`src/rtl/fp32_pkg.sv`:
```
// rtl/fp32_pkg.sv - binary32 field widths, operand types, classes and flag bit positions.
package fp32_pkg;
    localparam int EXP_W   = 8;
    localparam int MAN_W   = 23;
    localparam int BIAS    = 127;
    localparam int EXP_MAX = 2 * BIAS + 1;

    localparam int FLAG_NV = 3;
    localparam int FLAG_OF = 2;
    localparam int FLAG_UF = 1;
    localparam int FLAG_NX = 0;

    typedef struct packed {
        logic             sign;
        logic [EXP_W-1:0] exp;
        logic [MAN_W-1:0] man;
    } fp32_t;

    typedef enum logic [2:0] {ZERO, SUB, NORM, INF, QNAN, SNAN} fp_class_e;

    function automatic fp_class_e fp_classify(input fp32_t x);
        fp_class_e c;
        if (x.exp == '0)
            c = (x.man == '0) ? ZERO : SUB;
        else if (x.exp == 8'(EXP_MAX))
            c = (x.man == '0) ? INF : (x.man[MAN_W-1] ? QNAN : SNAN);
        else
            c = NORM;
        return c;
    endfunction
endpackage

```
`src/rtl/fp_lzc.sv`:
```
// rtl/fp_lzc.sv - combinational 28-bit leading-zero counter (all-zero input counts 28).
module fp_lzc (
    input  logic [27:0] value,
    output logic [4:0]  count
);
    always_comb begin
        count = 5'd28;
        for (int i = 0; i < 28; i++)
            if (value[i]) count = 5'(27 - i);
    end
endmodule

```
`src/rtl/fp_sub.sv`:
```
// rtl/fp_sub.sv - pipelined binary32 subtractor res = op_1 - op_2; FP_SUB_FTZ_EN selects flush-to-zero.
module fp_sub
    import fp32_pkg::*;
#(
    parameter logic [31:0] QNAN = 32'h7FC0_0000
) (
    input  logic        clk,
    input  logic        reset,
    input  logic        en,
    input  logic [31:0] op_1,
    input  logic [31:0] op_2,
    output logic [31:0] res,
    output logic        val,
    output logic [3:0]  flags
);
    logic  v0;
    fp32_t a0, b0;

    always_ff @(posedge clk or posedge reset) begin
        if (reset) begin
            v0 <= 1'b0;
            a0 <= '0;
            b0 <= '0;
        end else begin
            v0 <= en;
            if (en) begin
                a0 <= op_1;
                b0 <= op_2;
            end
        end
    end

    // S1: classify, swap so A has the larger magnitude, align B with guard/round/sticky
    fp_class_e   ca, cb;
    logic [23:0] sig_1, sig_2, sig_big, sig_small;
    logic [7:0]  exp_1, exp_2, exp_big, exp_small, diff;
    logic [4:0]  dc;
    logic [26:0] wide, shifted, aligned;
    logic        swap, sign_big, lost;
    logic        spec, spec_nv;
    logic [31:0] spec_res;

    assign ca = fp_classify(a0);
    assign cb = fp_classify(b0);
`ifdef FP_SUB_FTZ_EN
    assign sig_1 = (ca == NORM) ? {1'b1, a0.man} : 24'd0;
    assign sig_2 = (cb == NORM) ? {1'b1, b0.man} : 24'd0;
`else
    assign sig_1 = {a0.exp != 8'd0, a0.man};
    assign sig_2 = {b0.exp != 8'd0, b0.man};
`endif
    assign exp_1     = (a0.exp == 8'd0) ? 8'd1 : a0.exp;
    assign exp_2     = (b0.exp == 8'd0) ? 8'd1 : b0.exp;
    assign swap      = {exp_2, sig_2} > {exp_1, sig_1};
    assign sig_big   = swap ? sig_2 : sig_1;
    assign sig_small = swap ? sig_1 : sig_2;
    assign exp_big   = swap ? exp_2 : exp_1;
    assign exp_small = swap ? exp_1 : exp_2;
    assign sign_big  = swap ? ~b0.sign : a0.sign;
    assign diff      = exp_big - exp_small;
    assign dc        = (diff > 8'd27) ? 5'd27 : diff[4:0];
    assign wide      = {sig_small, 3'b000};
    assign shifted   = wide >> dc;
    assign lost      = |(wide & ~(27'h7FF_FFFF << dc));
    assign aligned   = shifted | {26'd0, lost};

    always_comb begin
        spec     = 1'b0;
        spec_nv  = 1'b0;
        spec_res = QNAN;
        if (ca == SNAN || ca == fp32_pkg::QNAN || cb == SNAN || cb == fp32_pkg::QNAN) begin
            spec    = 1'b1;
            spec_nv = (ca == SNAN) || (cb == SNAN);
        end else if (ca == INF && cb == INF && a0.sign == b0.sign) begin
            spec    = 1'b1;
            spec_nv = 1'b1;
        end else if (ca == INF) begin
            spec     = 1'b1;
            spec_res = {a0.sign, 8'hFF, 23'd0};
        end else if (cb == INF) begin
            spec     = 1'b1;
            spec_res = {~b0.sign, 8'hFF, 23'd0};
        end
    end

    logic        v1, spec1, nv1, sign1, sub1;
    logic [31:0] spec_res1;
    logic [7:0]  exp1;
    logic [26:0] ma1, mb1;

    always_ff @(posedge clk or posedge reset) begin
        if (reset) begin
            v1 <= 1'b0; spec1 <= 1'b0; nv1 <= 1'b0; sign1 <= 1'b0; sub1 <= 1'b0;
            spec_res1 <= '0; exp1 <= '0; ma1 <= '0; mb1 <= '0;
        end else begin
            v1 <= v0;
            if (v0) begin
                spec1 <= spec; nv1 <= spec_nv; spec_res1 <= spec_res;
                sign1 <= sign_big; sub1 <= a0.sign ^ ~b0.sign;
                exp1 <= exp_big; ma1 <= {sig_big, 3'b000}; mb1 <= aligned;
            end
        end
    end

    // S2: magnitude add or subtract; an exact-zero difference is +0
    logic [27:0] sum;
    logic [4:0]  lz;

    assign sum = sub1 ? ({1'b0, ma1} - {1'b0, mb1}) : ({1'b0, ma1} + {1'b0, mb1});

    fp_lzc u_lzc (.value(sum), .count(lz));

    logic        v2, spec2, nv2, sign2;
    logic [31:0] spec_res2;
    logic [7:0]  exp2;
    logic [27:0] r2;
    logic [4:0]  lz2;

    always_ff @(posedge clk or posedge reset) begin
        if (reset) begin
            v2 <= 1'b0; spec2 <= 1'b0; nv2 <= 1'b0; sign2 <= 1'b0;
            spec_res2 <= '0; exp2 <= '0; r2 <= '0; lz2 <= '0;
        end else begin
            v2 <= v1;
            if (v1) begin
                spec2 <= spec1; nv2 <= nv1; spec_res2 <= spec_res1;
                sign2 <= (sum == 28'd0 && sub1) ? 1'b0 : sign1;
                exp2 <= exp1; r2 <= sum; lz2 <= lz;
            end
        end
    end

    // S3: normalize, round to nearest even, pack
    logic              carry, inc, inexact;
    logic [4:0]        lz_m1, sh;
    logic [26:0]       norm;
    logic [24:0]       mant;
    logic [22:0]       frac;
    logic signed [9:0] exp_n, exp_r;
    logic [31:0]       r_res;
    logic [3:0]        r_flags;

    assign carry = r2[27];
    assign lz_m1 = lz2 - 5'd1;
`ifdef FP_SUB_FTZ_EN
    assign sh = lz_m1;
`else
    logic [7:0] room;
    logic       hid;
    assign room = exp2 - 8'd1;
    assign sh   = ({3'b000, lz_m1} > room) ? room[4:0] : lz_m1;
    assign hid  = mant[24] | mant[23];
`endif
    assign norm    = carry ? {r2[27:2], r2[1] | r2[0]} : (r2[26:0] << sh);
    assign exp_n   = carry ? ($signed({2'b00, exp2}) + 10'sd1)
                           : ($signed({2'b00, exp2}) - $signed({5'd0, sh}));
    assign inc     = norm[2] & (norm[1] | norm[0] | norm[3]);
    assign inexact = |norm[2:0];
    assign mant    = {1'b0, norm[26:3]} + {24'd0, inc};
    assign exp_r   = exp_n + $signed({9'd0, mant[24]});
    assign frac    = mant[24] ? mant[23:1] : mant[22:0];

    always_comb begin
        r_res   = '0;
        r_flags = '0;
        if (spec2) begin
            r_res            = spec_res2;
            r_flags[FLAG_NV] = nv2;
        end else if (r2 == 28'd0) begin
            r_res = {sign2, 31'd0};
        end else if (exp_r >= $signed(10'(EXP_MAX))) begin
            r_res            = {sign2, 8'hFF, 23'd0};
            r_flags[FLAG_OF] = 1'b1;
            r_flags[FLAG_NX] = 1'b1;
        end else begin
`ifdef FP_SUB_FTZ_EN
            if (exp_r < 10'sd1) begin
                r_res            = {sign2, 31'd0};
                r_flags[FLAG_UF] = 1'b1;
                r_flags[FLAG_NX] = 1'b1;
            end else begin
                r_res            = {sign2, exp_r[7:0], frac};
                r_flags[FLAG_NX] = inexact;
            end
`else
            r_res            = {sign2, hid ? exp_r[7:0] : 8'd0, frac};
            r_flags[FLAG_UF] = ~hid & inexact;
            r_flags[FLAG_NX] = inexact;
`endif
        end
    end

    always_ff @(posedge clk or posedge reset) begin
        if (reset) begin
            res   <= '0;
            flags <= '0;
            val   <= 1'b0;
        end else begin
            val <= v2;
            if (v2) begin
                res   <= r_res;
                flags <= r_flags;
            end
        end
    end
endmodule
```
`config.mk`:
```
export PLATFORM = sky130hd
export DESIGN_NAME = fp_sub
export DESIGN_NICKNAME = d
export VERILOG_FILES = /design/src/rtl/fp32_pkg.sv /design/src/rtl/fp_lzc.sv /design/src/rtl/fp_sub.sv
export SDC_FILE = /design/constraint.sdc
export NUM_CORES = 1
export LEC_CHECK = 0
export BUFFER_PORTS_ARGS = -buffer_cell sky130_fd_sc_hd__buf_2
export CAP_MARGIN = 5
export CORE_UTILIZATION = 40
export CTS_BUF_LIST = sky130_fd_sc_hd__clkbuf_4
export CTS_CLUSTER_SIZE = 40
export DETAILED_ROUTE_END_ITERATION = 8
export SLEW_MARGIN = 20
export SYNTH_ARGS = -nofsm -noshare
export SYNTH_HDL_FRONTEND = slang
export SYNTH_SLANG_ARGS = --single-unit
```
`constraint.sdc`:
```
create_clock -name clk -period 20.3 [get_ports clk]
set_clock_uncertainty 0.15 [all_clocks]
set_input_delay 2.03 -clock clk [delete_from_list [all_inputs] [get_ports clk]]
set_output_delay 2.03 -clock clk [all_outputs]
set_load 0.01 [all_outputs]
```
==> Word-level counts from Yosys, hierarchy flattened <==
Index checks and enable logic that the tools add are counted.
{ "classes": {"n_eq_ne": 9, "addsub": 9, "reduce_logical": 17, "magnitude_cmp": 4, "n_mux": 72, "bitwise_logic": 12, "n_mul": 0, "shifts": 3, "div": 0} }
{ "ops": {"columns": ["operator", "n"], "rows": [
  ["two-way mux 32 bit", 5],
  ["two-way mux 5 bit", 18],
  ["two-way mux 31 bit", 2],
  ["logical NOT 28 bit", 2],
  ["two-way mux 24 bit", 2],
  ["logical NOT 23 bit", 2],
  ["two-way mux 8 bit", 5],
  ["two-way mux 3 bit", 12],
  ["greater-than comparator 32 bit", 1],
  ["two-way mux 4 bit", 8],
  ["adder 27 x 27 -> 28 bit", 1],
  ["two-way mux 28 bit", 1],
  ["subtractor 27 x 27 -> 28 bit", 1],
  ["AND 27 bit", 1],
  ["two-way mux 27 bit", 1],
  ["NOT 27 bit", 1],
  ["bitwise OR 27 x 1 -> 27 bit", 1],
  ["OR reduction 27 bit", 1],
  ["<< shifter 27 x 5 -> 27 bit", 1],
  ["<< shifter 27 x 5 -> 27 bit, first input constant", 1],
  ["right shift 27 x 5 -> 27 bit", 1],
  ["adder 24 x 1 -> 25 bit", 1],
  ["two-way mux 23 bit", 1],
  ["equality test 8 bit, second input constant", 2],
  ["23 further kinds", 54]
]} }
{ "totals": {"rom_bits": 0, "register_bits": 275, "ram_bits": 0, "wordCells": 153, "latch_bits": 0, "output_inout_bits": 37, "inputBits": 67, "n_memories": 0} }

==> Depth between registers and ports, before layout <==
{ "logic_depth": {"depth_word": 30, "ltp_mapped": 32} }

==> Hierarchy <==
A second synthesis with hierarchy kept.
{ "hier_totals": {"hier_cells": 2391, "hier_area_um2": 18941.9} }
{ "modules_own_cells": {"columns": ["module", "cells_per_inst", "n_inst", "area_each_um2"], "rows": [
  ["fp_sub", 2331, 1, 18605.3],
  ["fp_lzc", 60, 1, 336.6]
]} }

==> Least setup slack after synthesis <==
No wires, ideal clock.
{ "synth_path": {"path_kind": "reg2reg", "start": "register exp2[0]", "end": "register res[13]", "arrival_time_ps": 6566, "path_stages_with_launch": 32, "period_less_slack_ps": 6794, "setup_ps": 78, "setup_slack_ps": 13506, "path_cell_list": "dfrtp_1 clkbuf_1 inv_1 ha_1 ha_1 nor2b_1 o21a_1 o21a_1 o21ai_1 a2111oi_4 mux2i_1 buf_6 buf_6 mux2i_1 mux4_2 mux2i_1 a221oi_1 nor4_4 nand3_1 nor4b_4 buf_2 ha_1 ha_1 nand3_1 nor2_1 nor2_1 o21ai_0 a31oi_1 nand2b_1 or2_1 buf_2 o2bb2ai_1"} }
{ "synth_between": {"elab_chain_len": 14, "word_cells_on_any_way": 18} }
{ "synth_lines": {"columns": ["item", "line_no", "source"], "rows": [
  ["from (decl)", "fp_sub.sv:115", "logic [7:0] exp2;"],
  ["from (signal assigned)", "fp_sub.sv:128", "exp2 <= exp1; r2 <= sum; lz2 <= lz;"],
  ["subtractor 8 x 1 -> 8 bit", "fp_sub.sv:150", "assign room = exp2 - 8'd1;"],
  ["greater-than comparator 5 x 8 -> 1 bit", "fp_sub.sv:151", "assign sh = ({3'b000, lz_m1} > room) ? room[4:0] : lz_m1;"],
  ["two-way mux 5 bit", "fp_sub.sv:151", null],
  ["<< shifter 27 x 5 -> 27 bit", "fp_sub.sv:154", "assign norm = carry ? {r2[27:2], r2[1] | r2[0]} : (r2[26:0] << sh);"],
  ["two-way mux 27 bit", "fp_sub.sv:154", null],
  ["bitwise OR 1 bit (2 in a row)", "fp_sub.sv:157", "assign inc = norm[2] & (norm[1] | norm[0] | norm[3]);"],
  ["AND 1 bit", "fp_sub.sv:157", null],
  ["adder 24 x 1 -> 25 bit", "fp_sub.sv:159", "assign mant = {1'b0, norm[26:3]} + {24'd0, inc};"],
  ["adder 10 x 2 -> 10 bit", "fp_sub.sv:160", "assign exp_r = exp_n + $signed({9'd0, mant[24]});"],
  [">= comparator 10 x 9 -> 1 bit", "fp_sub.sv:171", "end else if (exp_r >= $signed(10'(EXP_MAX))) begin"],
  ["two-way mux 31 bit (*)", "fp_sub.sv:171", null],
  ["two-way mux 31 bit (*)", "fp_sub.sv:169", "end else if (r2 == 28'd0) begin"],
  ["two-way mux 32 bit (*)", "fp_sub.sv:166", "if (spec2) begin"],
  ["to (signal assigned)", "fp_sub.sv:201", "res <= r_res;"],
  ["to (decl)", "fp_sub.sv:12", "output logic [31:0] res,"]
]} }
Mark *: on every way between the ends. The rest lies on a longest branch, timed or not.
A chain may end at the register's enable or synchronous reset.

==> Worst setup path in the final report <==
{ "layout_path": {"start": "register exp2[0]", "end": "register res[5]"} }
Same word-level chain as after synthesis.

==> summary.md <==
| Metric | Value |
|---|---|
| Status | complete, no violations |
| Vias | 17000 |
| Area of the mapped netlist | 18000 µm² |
| Reg-to-reg startpoint | exp2[0] |
| CTS root buf | clkbuf_4 |
| HPWL Detailed | 43.2 mm |
| Largest net degree at the start of global routing | 109 |
| Setup Viol. Count Final | 0 |
| Synthesized area per cell | 8.53 µm² |
| Yosys reg bits | 217 |
| Post-synth top area cell | dfrtp_1 |
| Async S/R FF share, synth | 100% |
| Max IR drop VDD | 64.9 µV |
| Worst-case reg-to-reg path depth | 27 |
| Port Buffers | 103 |
| CTS Buf Count | 66 |
| Final hold vios | 0 |
| Post-Synthesis Cells | 2106 |
| I/O Pins | 104 |
| Drt first pass iters | 8 |
| Gr usage total | 24.8% |
| CP startpoint | exp2[0] |
| Die area | 45800 µm² |
| Post-cts resize count | 0 |
| Main synth FF type | dfrtp_1 |
| Critical-path top delay cell | nor4b_4 |
| Post-layout min period | 8.49 ns |
| R2r endpoint | res[5] |
| Final instance area | 19700 µm² |
| Hold Startpoint | spec_res1[30] |
| CTS tree | yes |
| Routed vias/inst | 6.07 |
| Number of DRC markers in iteration 0 | 1686 |
| Worst slew pin tran | 1.15 ns |
| Slowest stage delay, CP | 0.72 ns |
| PD cells | 145 nW/µm² |
| Filler Cell Count | 4426 |
| Final Cycle Share | 41.8% |
| Final cell count without fillers | 2805 |
| Setup crit start kind | flop |
| Starting Density | 40.6% |
| Syn_nets | 2273 |
| Overflow after GRT | 0 |
| Row count | 77 |
| Dpl cells | 2683 |
| Longest Clk Path Bufs | 3 |
| Die height | 214 µm |
| Remaining antenna violation count | 0 |
| Ranking of synthesized cells by area | dfrtp_1, ha_1, mux2_2 |
| Critical path type | flop to flop |
| DRC violations left | 0 |
| Number of H-tree levels | 3 |
| Layout cell share with drive strength beyond 1 | 17.4% |
| Post-synthesis sequential area ratio | 30.2% |
| Final WL | 57.6 mm |
| Dpl cell area | 18800 µm² |
| YS warnings | 0 |
| RSZ-0062 raised after global routing | no |
| Global-route wire length before repair | 91.0 mm |
| Postcts setup bufs | 0 |
| Arr. time, crit path | 9.00 ns |
| Clock transition at path regs | 0.06 ns |
| Total core area | 44200 µm² |
| Top cell type's share of synthesized area | 30.2% |
| Min-Delay Path Class | flop to flop |
| Fin nets | 2326 |
| Final slew viol count | 0 |
| Layout area overhead | 9.41% |
| Die W | 214 µm |
| Initial antenna violation count | 2 |
| Cell mode on critical path | ha_1 |
| Most frequent cells after synthesis | dfrtp_1, nor2_1, nand2_1 |
| Crit-path max FO | 16 |
| Gpl congestion | 0.973 |
| Vias in the first global route | 16400 |
| Max Cap Viol | 0 |
| Skew-Pair Late Insertion Delay | 0.81 ns |
| R2R setup slack | 11.81 ns |
| Most instantiated library cell after synthesis | dfrtp_1 |
| Leakage Power | 8.31 nW |
| EDFF count, synth | 0 |
| Routed WL per cell | 20.5 µm |
| Critical Path RT | 20.81 ns |
| Number of buffers inserted by hold repair at cts | 0 |
| Rel. slew slack | 22.9% |
| Hold Slack | 0.322 ns |
| Max frequency | 118 MHz |
| CP endpoint | res[5] |
| Clock Sinks | 217 |
| Crit end category | flop |
| Sum Neg Setup Slack | 0 ns |
| Synth cell types | 109 |
worst max-delay path: cells and delay by family, from the launching register on:
kind                       cells  cell delay, ns
adders and majority gates      5            1.37
muxes                          1            0.52
xor gates and xnor gates       1            0.19
DFF                            1            0.49
buffers and inverters          2            0.53
and+or+nand+nor               10            3.11
AOI/OAI and AO/OA              8            1.98
placed cells by master, fill, tap and decap left out, types with 53 or more instances in the layout:
master    instances
a21oi_1         160
inv_1           116
dfrtp_1         215
mux2i_1          53
clkbuf_4         98
o21ai_0         134
nand2_1         172
nor2_1          202
mux2_2           76
ha_1             98
buf_2           102
stage by stage:
stage               power (W)  utilization [%]  setup WS (ns)
finish                0.00285             44.5          11.81
global route          0.00304             44.4          11.22
CTS                   0.00284             44.4          11.95
detailed placement    0.00238             42.5          12.00
global placement      0.00238             42.5          12.27
floorplan             0.00191                -          12.18
power by group:
| part | internal (W) | switching (W) | leakage, nW |
|---|---|---|---|
| Clock | 0.000235 | 0.000204 | 0.519 |
| Combinational | 0.000666 | 0.00108 | 5.17 |
| Sequential | 0.000527 | 0.000137 | 2.62 |
| Total | 0.00143 | 0.00142 | 8.31 |
cell type report:
cell class	count	area, µm²	share of cell area [%]
flip-flops and latches	217	5440	27.6
multi-input cells	1633	11500	58.6
clock inverters	19	120	0.611
repair buffers	118	631	3.21
diodes	5	12.5	0.0636
well taps	592	741	3.77
inverters	123	469	2.39
clock buffers	98	736	3.74
worst min path at each step:
stage / endpoint / slack, ns / cells after the start
6_report: spec_res1[30] / 0.32 / 1
5_1_grt: res[4] / 0.35 / 1
4_1_cts: spec_res1[30] / 0.33 / 1
3_5_place_dp: spec_res1[30] / 0.31 / 1
3_3_place_gp: spec_res1[30] / 0.29 / 1
2_1_floorplan: val / 0.20 / 0
state kept, by name, summed over array words and instances (netlist names):
register / count
a0: 32
b0: 32
exp1: 8
exp2: 8
flags: 4
lz2: 5
ma1: 24
mb1: 27
nv1: 1
nv2: 1
r2: 28
res: 32
sign1: 1
sign2: 1
spec1: 1
spec2: 1
spec_res1: 3
spec_res2: 3
sub1: 1
v0: 1
v1: 1
v2: 1
val: 1
layer usage:
| layer | vias up | track usage (%) | routed length (µm) |
|---|---|---|---|
| met4 | 0 | 9.95 | 1870 |
| met2 | 648 | 38.8 | 26300 |
| met5 | - | 0 | 0 |
| met3 | 127 | 4.12 | 3360 |
| li1 | 7965 | - | - |
| met1 | 8278 | 33.9 | 26000 |
kinds of logic after synthesis:
family	count (synthesis)	share of synthesized area, %
compound gates	659	25.1
simple gates	647	17.3
buf+inv	256	5.92
xor+xnor	71	3.46
fa+ha+maj	100	7.05
mux	156	10.9
flops	217	30.2
(Power assumes the default switching activity.)
